**src/rtl/row_conv_mac_if.sv**
```systemverilog
// Handshake/control bundle for row_conv_mac: config and start in, weight and IA
// streams in, partial-sum stream out.
interface row_conv_mac_if #(
  parameter int INPUT_BW     = 8,
  parameter int PSUM_BW      = 32,
  parameter int PSUM_ADDR_BW = 12
);
  logic                       start;
  logic [2:0]                 cfg_k;
  logic [5:0]                 cfg_img_w;
  logic [6:0]                 cfg_oc;
  logic [1:0]                 cfg_stride;
  logic                       busy;
  logic                       done;
  logic                       cfg_err;
  logic signed [INPUT_BW-1:0] weight_data;
  logic                       weight_valid;
  logic                       weight_ready;
  logic signed [INPUT_BW-1:0] ia_data;
  logic                       ia_valid;
  logic                       ia_ready;
  logic signed [PSUM_BW-1:0]  psum_data;
  logic [PSUM_ADDR_BW-1:0]    psum_addr;
  logic                       psum_valid;
  logic                       psum_ready;

  modport master (
    output start, cfg_k, cfg_img_w, cfg_oc, cfg_stride,
    output weight_data, weight_valid, ia_data, ia_valid, psum_ready,
    input  busy, done, cfg_err, weight_ready, ia_ready,
    input  psum_data, psum_addr, psum_valid
  );

  modport slave (
    input  start, cfg_k, cfg_img_w, cfg_oc, cfg_stride,
    input  weight_data, weight_valid, ia_data, ia_valid, psum_ready,
    output busy, done, cfg_err, weight_ready, ia_ready,
    output psum_data, psum_addr, psum_valid
  );
endinterface

```
**src/rtl/row_conv_mac.sv**
```systemverilog
// 1-D row convolution engine: preloads OC*K weights, slides a K-tap window over an
// IA row with programmable stride and streams one partial sum per output channel.
module row_conv_mac #(
  parameter int INPUT_BW     = 8,
  parameter int PSUM_BW      = 32,
  parameter int MAX_K        = 3,
  parameter int MAX_OC       = 64,
  parameter int MAX_W        = 32,
  parameter int PSUM_ADDR_BW = 12
) (
  input  logic          clk,
  input  logic          reset,
  row_conv_mac_if.slave bus
);
  localparam int         WDEPTH = MAX_OC * MAX_K;
  localparam int         WIDX   = $clog2(WDEPTH);
  localparam logic [2:0] K_LIM  = 3'(MAX_K);
  localparam logic [5:0] W_LIM  = 6'(MAX_W);
  localparam logic [6:0] OC_LIM = 7'(MAX_OC);

  typedef enum logic [2:0] {IDLE, LOAD_W, FILL, EMIT, DRAIN} state_t;
  state_t state, state_nxt;

  logic [2:0]                 k_q;
  logic [5:0]                 img_w_q;
  logic [6:0]                 oc_q;
  logic [1:0]                 stride_q;
  logic [2:0]                 w_tap;
  logic [6:0]                 w_oc;
  logic [5:0]                 px_cnt;
  logic [6:0]                 win_col;
  logic [6:0]                 oc_cnt;
  logic [PSUM_ADDR_BW-1:0]    addr_cnt;
  logic signed [INPUT_BW-1:0] win   [MAX_K];
  logic signed [INPUT_BW-1:0] w_mem [WDEPTH];
  logic signed [PSUM_BW-1:0]  psum_q;
  logic [PSUM_ADDR_BW-1:0]    addr_q;
  logic                       valid_q;
  logic                       done_q;
  logic                       err_q;

  logic cfg_ok, w_fire, w_last, ia_fire, win_hit, all_in, load, last_oc, more_win;
  logic signed [PSUM_BW-1:0]    dot;
  logic signed [2*INPUT_BW-1:0] prod;

  assign cfg_ok = (bus.cfg_k != 3'd0) && (bus.cfg_k <= K_LIM)
               && (bus.cfg_img_w >= {3'b000, bus.cfg_k}) && (bus.cfg_img_w <= W_LIM)
               && (bus.cfg_oc != 7'd0) && (bus.cfg_oc <= OC_LIM)
               && (bus.cfg_stride != 2'd0);

  assign w_fire   = bus.weight_valid && bus.weight_ready;
  assign w_last   = (w_oc == oc_q - 7'd1) && (w_tap == k_q - 3'd1);
  assign ia_fire  = bus.ia_valid && bus.ia_ready;
  assign win_hit  = (state == FILL) && ia_fire && ({1'b0, px_cnt} == win_col);
  assign all_in   = (px_cnt == img_w_q);
  assign load     = (state == EMIT) && (!valid_q || bus.psum_ready);
  assign last_oc  = (oc_cnt == oc_q - 7'd1);
  // Another window fits when its last column still lies inside the row.
  assign more_win = (win_col + 7'(stride_q)) < {1'b0, img_w_q};

  always_comb begin
    // NOTE: every combinational output gets a default first so no latch is inferred.
    dot  = '0;
    prod = '0;
    for (int t = 0; t < MAX_K; t++) begin
      if (t < int'(k_q)) begin
        prod = win[t] * w_mem[WIDX'(oc_cnt) * WIDX'(MAX_K) + WIDX'(t)];
        dot  = dot + PSUM_BW'(prod);
      end
    end
  end

  always_ff @(posedge clk or posedge reset) begin
    if (reset) state <= IDLE;
    else       state <= state_nxt;
  end

  always_comb begin
    state_nxt = state;
    case (state)
      IDLE:    if (bus.start && cfg_ok) state_nxt = LOAD_W;
      LOAD_W:  if (w_fire && w_last)    state_nxt = FILL;
      FILL:    if (win_hit)             state_nxt = EMIT;
      EMIT:    if (load && last_oc)     state_nxt = more_win ? FILL : DRAIN;
      DRAIN:   if (all_in && !valid_q)  state_nxt = IDLE;
      default:                          state_nxt = IDLE;
    endcase
  end

  always_comb begin
    bus.weight_ready = (state == LOAD_W);
    bus.ia_ready     = (state == FILL) || ((state == DRAIN) && !all_in);
    bus.busy         = (state != IDLE);
    bus.done         = done_q;
    bus.cfg_err      = err_q;
    bus.psum_data    = psum_q;
    bus.psum_addr    = addr_q;
    bus.psum_valid   = valid_q;
  end

  // NOTE: the weight buffer has no reset; it is always fully rewritten before use.
  always_ff @(posedge clk) begin
    if (w_fire) w_mem[WIDX'(w_oc) * WIDX'(MAX_K) + WIDX'(w_tap)] <= bus.weight_data;
  end

  // NOTE: all sequential state uses non-blocking assignments.
  always_ff @(posedge clk or posedge reset) begin
    if (reset) begin
      k_q      <= '0;
      img_w_q  <= '0;
      oc_q     <= '0;
      stride_q <= '0;
      w_tap    <= '0;
      w_oc     <= '0;
      px_cnt   <= '0;
      win_col  <= '0;
      oc_cnt   <= '0;
      addr_cnt <= '0;
      psum_q   <= '0;
      addr_q   <= '0;
      valid_q  <= 1'b0;
      done_q   <= 1'b0;
      err_q    <= 1'b0;
      for (int t = 0; t < MAX_K; t++) win[t] <= '0;
    end else begin
      done_q <= 1'b0;
      err_q  <= 1'b0;
      if (load)                valid_q <= 1'b1;
      else if (bus.psum_ready) valid_q <= 1'b0;

      case (state)
        IDLE: if (bus.start) begin
          if (cfg_ok) begin
            k_q      <= bus.cfg_k;
            img_w_q  <= bus.cfg_img_w;
            oc_q     <= bus.cfg_oc;
            stride_q <= bus.cfg_stride;
            w_tap    <= '0;
            w_oc     <= '0;
            px_cnt   <= '0;
            win_col  <= 7'(bus.cfg_k) - 7'd1;
            oc_cnt   <= '0;
            addr_cnt <= '0;
          end else begin
            err_q <= 1'b1;
          end
        end
        LOAD_W: if (w_fire) begin
          if (w_tap == k_q - 3'd1) begin
            w_tap <= '0;
            w_oc  <= w_oc + 7'd1;
          end else begin
            w_tap <= w_tap + 3'd1;
          end
        end
        FILL: if (ia_fire) begin
          px_cnt <= px_cnt + 6'd1;
          // Oldest pixel sits at tap 0, the new one enters at tap k-1.
          for (int t = 0; t < MAX_K - 1; t++)
            if (t < int'(k_q) - 1) win[t] <= win[t+1];
          for (int t = 0; t < MAX_K; t++)
            if (t == int'(k_q) - 1) win[t] <= bus.ia_data;
        end
        EMIT: if (load) begin
          psum_q   <= dot;
          addr_q   <= addr_cnt;
          addr_cnt <= addr_cnt + 1'b1;
          if (last_oc) begin
            oc_cnt  <= '0;
            win_col <= win_col + 7'(stride_q);
          end else begin
            oc_cnt <= oc_cnt + 7'd1;
          end
        end
        DRAIN: begin
          if (ia_fire)               px_cnt <= px_cnt + 6'd1;
          if (all_in && !valid_q)    done_q <= 1'b1;
        end
        default: ;
      endcase
    end
  end
endmodule
```
**src/flat_wrapper.sv**
```systemverilog
// flat-port wrapper written by rule: the top's interface ports become plain ports
module row_conv_mac_flat 
#(
  parameter int INPUT_BW     = 8,
  parameter int PSUM_BW      = 32,
  parameter int MAX_K        = 3,
  parameter int MAX_OC       = 64,
  parameter int MAX_W        = 32,
  parameter int PSUM_ADDR_BW = 12
)
  (clk, reset, bus_start, bus_cfg_k, bus_cfg_img_w, bus_cfg_oc, bus_cfg_stride, bus_weight_data, bus_weight_valid, bus_ia_data, bus_ia_valid, bus_psum_ready, bus_busy, bus_done, bus_cfg_err, bus_weight_ready, bus_ia_ready, bus_psum_data, bus_psum_addr, bus_psum_valid);
  row_conv_mac_if #(.INPUT_BW(INPUT_BW), .PSUM_BW(PSUM_BW), .PSUM_ADDR_BW(PSUM_ADDR_BW)) bus_i ();
  input  logic clk;
  input  logic reset;
  input wire logic [$bits(bus_i.start)-1:0] bus_start;
  input wire logic [$bits(bus_i.cfg_k)-1:0] bus_cfg_k;
  input wire logic [$bits(bus_i.cfg_img_w)-1:0] bus_cfg_img_w;
  input wire logic [$bits(bus_i.cfg_oc)-1:0] bus_cfg_oc;
  input wire logic [$bits(bus_i.cfg_stride)-1:0] bus_cfg_stride;
  input wire logic [$bits(bus_i.weight_data)-1:0] bus_weight_data;
  input wire logic [$bits(bus_i.weight_valid)-1:0] bus_weight_valid;
  input wire logic [$bits(bus_i.ia_data)-1:0] bus_ia_data;
  input wire logic [$bits(bus_i.ia_valid)-1:0] bus_ia_valid;
  input wire logic [$bits(bus_i.psum_ready)-1:0] bus_psum_ready;
  output wire logic [$bits(bus_i.busy)-1:0] bus_busy;
  output wire logic [$bits(bus_i.done)-1:0] bus_done;
  output wire logic [$bits(bus_i.cfg_err)-1:0] bus_cfg_err;
  output wire logic [$bits(bus_i.weight_ready)-1:0] bus_weight_ready;
  output wire logic [$bits(bus_i.ia_ready)-1:0] bus_ia_ready;
  output wire logic [$bits(bus_i.psum_data)-1:0] bus_psum_data;
  output wire logic [$bits(bus_i.psum_addr)-1:0] bus_psum_addr;
  output wire logic [$bits(bus_i.psum_valid)-1:0] bus_psum_valid;
  assign bus_i.start = bus_start;
  assign bus_i.cfg_k = bus_cfg_k;
  assign bus_i.cfg_img_w = bus_cfg_img_w;
  assign bus_i.cfg_oc = bus_cfg_oc;
  assign bus_i.cfg_stride = bus_cfg_stride;
  assign bus_i.weight_data = bus_weight_data;
  assign bus_i.weight_valid = bus_weight_valid;
  assign bus_i.ia_data = bus_ia_data;
  assign bus_i.ia_valid = bus_ia_valid;
  assign bus_i.psum_ready = bus_psum_ready;
  assign bus_busy = bus_i.busy;
  assign bus_done = bus_i.done;
  assign bus_cfg_err = bus_i.cfg_err;
  assign bus_weight_ready = bus_i.weight_ready;
  assign bus_ia_ready = bus_i.ia_ready;
  assign bus_psum_data = bus_i.psum_data;
  assign bus_psum_addr = bus_i.psum_addr;
  assign bus_psum_valid = bus_i.psum_valid;
  row_conv_mac #(.INPUT_BW(INPUT_BW), .PSUM_BW(PSUM_BW), .MAX_K(MAX_K), .MAX_OC(MAX_OC), .MAX_W(MAX_W), .PSUM_ADDR_BW(PSUM_ADDR_BW)) u_core (.clk(clk), .reset(reset), .bus(bus_i));
endmodule
```
**config.mk**
```make
export PLATFORM = sky130hd
export DESIGN_NAME = row_conv_mac_flat
export DESIGN_NICKNAME = d
export VERILOG_FILES = /design/src/rtl/row_conv_mac_if.sv /design/src/rtl/row_conv_mac.sv /design/src/flat_wrapper.sv
export SDC_FILE = /design/constraint.sdc
export NUM_CORES = 2
export LEC_CHECK = 0
export CORE_UTILIZATION = 45
export CTS_CLUSTER_SIZE = 20
export DETAILED_ROUTE_END_ITERATION = 8
export SLEW_MARGIN = 20
export SYNTH_ARGS = -nofsm -noshare
export SYNTH_HDL_FRONTEND = slang
export SYNTH_SLANG_ARGS = --single-unit
```
**constraint.sdc**
```tcl
create_clock -name clk -period 22.1 [get_ports clk]
set_input_delay 3.315 -clock clk [delete_from_list [all_inputs] [get_ports clk]]
set_output_delay 3.315 -clock clk [all_outputs]
set_load 0.02 [all_outputs]
```
==> impl_results.html <==
<table>
<tr><th>Metric</th><th>Value</th></tr>
<tr><th colspan="2">CTS</th></tr>
<tr><td>CTS Buf Count</td><td>186</td></tr>
<tr><td>Clock tree from TritonCTS</td><td>done</td></tr>
<tr><td>CTS Root Buffer Type</td><td>sky130_fd_sc_hd__clkbuf_16</td></tr>
<tr><td>Total of hold buffers inserted after clock tree synthesis</td><td>0</td></tr>
<tr><td>H-tree Lvls</td><td>4</td></tr>
<tr><td>Clock network latency to the later pin of the worst-skew pair</td><td>870 ps</td></tr>
<tr><td>Worst-case clock buffer depth</td><td>3</td></tr>
<tr><td>Buffer count from post-CTS setup fixing</td><td>0</td></tr>
<tr><td>Sinks on the clock net</td><td>1,670</td></tr>
<tr><td>Post_cts resized</td><td>0</td></tr>
<tr><td>Clock-pin slew reported for the worst setup and hold paths after clock tree synthesis</td><td>60 ps</td></tr>
<tr><th colspan="2">Die</th></tr>
<tr><td>Starting density of the core</td><td>45.3%</td></tr>
<tr><td>Count of pins on the block boundary</td><td>90</td></tr>
<tr><td>Die extent in x</td><td>480 um</td></tr>
<tr><td>Height of the chip</td><td>480 um</td></tr>
<tr><td>Die Area</td><td>231,000 um2</td></tr>
<tr><td>Floorplan row count</td><td>175</td></tr>
<tr><td>Area inside the core boundary</td><td>227,000 um2</td></tr>
<tr><th colspan="2">Logic synthesis</th></tr>
<tr><td>Top cell type by total area after synthesis</td><td>sky130_fd_sc_hd__edfxtp_1</td></tr>
<tr><td>Count of state elements after synthesis</td><td>1,670</td></tr>
<tr><td>Count of distinct cell types in the synthesized netlist</td><td>78</td></tr>
<tr><td>Cells after Synth</td><td>6,080</td></tr>
<tr><td>Leading register cell type out of synthesis</td><td>sky130_fd_sc_hd__edfxtp_1</td></tr>
<tr><td>Fraction of synthesis flops using an asynchronous set or reset pin</td><td>8.02%</td></tr>
<tr><td>Count of flip-flops with a built-in enable after synthesis</td><td>1,536</td></tr>
<tr><td>Most area-consuming cells after synthesis</td><td>sky130_fd_sc_hd__edfxtp_1 (45%), sky130_fd_sc_hd__mux4_2 (32%), sky130_fd_sc_hd__fa_1 (5.4%)</td></tr>
<tr><td>Post-Syn Area per Cell</td><td>16.9 um2</td></tr>
<tr><td>Part of the Yosys area used for sequential elements</td><td>48.0%</td></tr>
<tr><td>Post-synth net total</td><td>6,583</td></tr>
<tr><td>Fraction of post-synthesis cell area in the top cell type by area</td><td>44.8%</td></tr>
<tr><td>Ys Warns</td><td>0</td></tr>
<tr><td>Summed instance area of the synthesized netlist</td><td>103,000 um2</td></tr>
<tr><th colspan="2">Final layout</th></tr>
<tr><td>Area Overhead vs Synth</td><td>10.9%</td></tr>
<tr><td>Most frequent standard cell in the layout excluding fill and tap cells</td><td>sky130_fd_sc_hd__edfxtp_1</td></tr>
<tr><td>Layout filler cell count</td><td>18,500</td></tr>
<tr><td>Count of nets after finishing</td><td>6,672</td></tr>
<tr><td>Fraction of layout cells with a size suffix above 1</td><td>33.5%</td></tr>
<tr><td>Final non-filler cell total</td><td>9,337</td></tr>
<tr><td>Core utilization of the finished layout</td><td>50.2%</td></tr>
<tr><td>Most frequent cells in the layout</td><td>sky130_fd_sc_hd__edfxtp_1 (1,536), sky130_fd_sc_hd__mux4_2 (1,459), sky130_fd_sc_hd__nand2_1 (414)</td></tr>
<tr><th colspan="2">Run status</th></tr>
<tr><td>Result of the run</td><td>completed</td></tr>
<tr><th colspan="2">Global route</th></tr>
<tr><td>Number of antenna violations at the first check in global routing</td><td>8</td></tr>
<tr><td>Grt ovf</td><td>0</td></tr>
<tr><td>Number of global-route vias before repair</td><td>62,100</td></tr>
<tr><td>Largest net degree at the start of global routing</td><td>160</td></tr>
<tr><td>Wire length of the first global-routing pass</td><td>447 mm</td></tr>
<tr><td>Gr usage total</td><td>27.2%</td></tr>
<tr><th colspan="2">Setup path</th></tr>
<tr><td>Most common cell on crit path</td><td>sky130_fd_sc_hd__fa_1</td></tr>
<tr><td>Largest fanout on the critical path</td><td>118</td></tr>
<tr><td>Critical Path Max Stage Delay</td><td>870 ps</td></tr>
<tr><td>Endpoint type of the worst setup path</td><td>flop</td></tr>
<tr><td>Crit path launch type</td><td>flop</td></tr>
<tr><td>WS Path Type</td><td>flop to flop</td></tr>
<tr><td>CP Data Arrival Time</td><td>19,510 ps</td></tr>
<tr><td>Crit path required time</td><td>22,890 ps</td></tr>
<tr><td>Critical-path cell with the highest stage delay</td><td>sky130_fd_sc_hd__a31oi_1</td></tr>
<tr><th colspan="2">STA</th></tr>
<tr><td>Slew at the pin closest to its max-slew limit</td><td>1220 ps</td></tr>
<tr><td>Clock Skews</td><td>58.2 ps</td></tr>
<tr><td>Final setup fails</td><td>0</td></tr>
<tr><td>Number of hold violations in the final report</td><td>0</td></tr>
<tr><td>Maximum operating frequency</td><td>0.0534 GHz</td></tr>
<tr><td>Number of slew-limit violations in the final report</td><td>0</td></tr>
<tr><td>Total Neg Setup Slack</td><td>0 ps</td></tr>
<tr><td>Headroom to the max-slew limit</td><td>18.4%</td></tr>
<tr><td>Unrepaired setup endpoints after global routing</td><td>false</td></tr>
<tr><td>Share of the clock period used by the worst path after layout</td><td>84.7%</td></tr>
<tr><td>Fin crit period</td><td>18,720 ps</td></tr>
<tr><th colspan="2">Route</th></tr>
<tr><td>Detail-routed via count per cell</td><td>6.78</td></tr>
<tr><td>Residual antenna-violating net count after detailed routing</td><td>0</td></tr>
<tr><td>Detailed-route wire length</td><td>312 mm</td></tr>
<tr><td>Detailed-route DRC error count</td><td>0</td></tr>
<tr><td>First-pass detailed-route iteration total</td><td>7</td></tr>
<tr><td>Iteration-0 DRC Markers</td><td>8,432</td></tr>
<tr><td>Total via count in the routed design</td><td>63,300</td></tr>
<tr><td>Detail-routed net length per standard cell</td><td>33.5 um</td></tr>
<tr><th colspan="2">Hold path</th></tr>
<tr><td>Worst min-delay path class</td><td>flop to flop</td></tr>
<tr><th colspan="2">Power and ir drop</th></tr>
<tr><td>Static leakage power</td><td>38.6 nW</td></tr>
<tr><td>VDD IR-drop max</td><td>401 uV</td></tr>
<tr><td>Power per standard cell area</td><td>156 nW/um2</td></tr>
<tr><td>Total power draw</td><td>0.0178 W</td></tr>
<tr><th colspan="2">Placement</th></tr>
<tr><td>Placed wire-length estimate</td><td>207 mm</td></tr>
<tr><td>Placer Congestion</td><td>0.898</td></tr>
<tr><td>Cell count after placement</td><td>8,990</td></tr>
<tr><td>Number of port buffers</td><td>89</td></tr>
<tr><th colspan="2">Flow run</th></tr>
<tr><td>Reported max-cap violation count</td><td>0</td></tr>
</table>
[cell usage after synthesis (22+ instances only)]
library cell,number
sky130_fd_sc_hd__edfxtp_1,1536
sky130_fd_sc_hd__mux4_2,1459
sky130_fd_sc_hd__nand2_1,415
sky130_fd_sc_hd__inv_1,352
sky130_fd_sc_hd__nor2_1,321
sky130_fd_sc_hd__fa_1,279
sky130_fd_sc_hd__ha_1,184
sky130_fd_sc_hd__clkbuf_1,180
sky130_fd_sc_hd__buf_2,170
sky130_fd_sc_hd__dfrtp_1,134
sky130_fd_sc_hd__o21ai_0,125
sky130_fd_sc_hd__xnor2_1,95
sky130_fd_sc_hd__a21oi_1,92
sky130_fd_sc_hd__and2_1,78
sky130_fd_sc_hd__nand3_1,78
sky130_fd_sc_hd__and3_1,48
sky130_fd_sc_hd__buf_4,48
sky130_fd_sc_hd__buf_1,43
sky130_fd_sc_hd__xor2_1,41
sky130_fd_sc_hd__mux2i_1,38
sky130_fd_sc_hd__nor3_1,34
sky130_fd_sc_hd__a21o_1,33
sky130_fd_sc_hd__mux2_2,27
sky130_fd_sc_hd__nor2b_1,27
sky130_fd_sc_hd__a31oi_1,23
sky130_fd_sc_hd__a311oi_1,22
[cell type report]
type	instances	area, um2	area share, %
repair buffers	344	2950	2.58
diodes	6	15.0	0.0131
inverters	353	1330	1.16
clock inverters	116	1320	1.16
well taps	3009	3760	3.30
flip-flops and latches	1670	49500	43.3
clock buffers	225	4940	4.32
multi-input cells	3614	50400	44.1
[kinds of logic after synthesis]
logic type      share of synthesized area, %
flops                                   48.0
mux                                     32.6
simple gates                            4.65
buf+inv                                 3.30
fa+ha+maj                               7.66
compound gates                          2.55
xor+xnor                                1.24
[sequential cells by signal (all words and copies together), names as in the netlist, 2 cells and up]
register,count
u_core.w_mem,1536
u_core.bus.psum_data,32
u_core.win,24
u_core.addr_cnt,12
u_core.bus.psum_addr,12
u_core.oc_cnt,7
u_core.oc_q,7
u_core.w_oc,7
u_core.win_col,7
u_core.img_w_q,6
u_core.px_cnt,6
u_core.k_q,3
u_core.state,3
u_core.w_tap,3
u_core.stride_q,2
[critical path: cells and delay by family (launching register included)]
| kind | cells | cell delay, ps |
|---|---|---|
| AOI/OAI and AO/OA | 18 | 5260 |
| xor gates and xnor gates | 2 | 310 |
| adders and majority gates | 17 | 7480 |
| buffers and inverters | 9 | 2530 |
| DFF | 1 | 760 |
| muxes | 2 | 1070 |
| and+or+nand+nor | 6 | 1030 |
[layer usage]
| layer | vias to the layer above | wire, um | part of all wire, % | GRT usage [%] |
|---|---|---|---|---|
| met4 | 6 | 15800 | 5.1 | 12.0 |
| met2 | 4000 | 145000 | 46 | 42.3 |
| met3 | 650 | 33400 | 11 | 6.50 |
| met1 | 33700 | 118000 | 38 | 36.6 |
| met5 | - | 41 | 0.013 | 0 |
| li1 | 24900 | - | - | - |
[through the flow]
| stage | area, um2 | setup WS, ps | hold slack (ps) |
|---|---|---|---|
| floorplan | 103000 | 6700 | 447 |
| global placement | 108000 | 3610 | 463 |
| detailed placement | 108000 | 3380 | 465 |
| CTS | 114000 | 3300 | 479 |
| global route | 114000 | 2090 | 509 |
| finish | 114000 | 3380 | 476 |
[where the power goes]
part	internal, W	switching [W]
combinational	0.00473	0.00632
sequential	0.00347	0.0000328
clock	0.00187	0.00134
total	0.0101	0.00769
[worst paths after layout]
check | startpoint | end | slack, ps | cells after the start
worst min register to register | u_core.bus.psum_addr[5] | u_core.bus.psum_addr[5] | 480 | 2
min in group asynchronous | reset | u_core.win_col[2] | 2980 | 2
max in group asynchronous | reset | u_core.bus.psum_data[27] | 17950 | 3
worst max register to register | u_core.oc_cnt[0] | u_core.bus.psum_data[30] | 3380 | 54
worst min-delay path | u_core.bus.psum_addr[5] | u_core.bus.psum_addr[5] | 480 | 2
worst max-delay path | u_core.oc_cnt[0] | u_core.bus.psum_data[30] | 3380 | 54
Power figures use the tool's default switching activity.
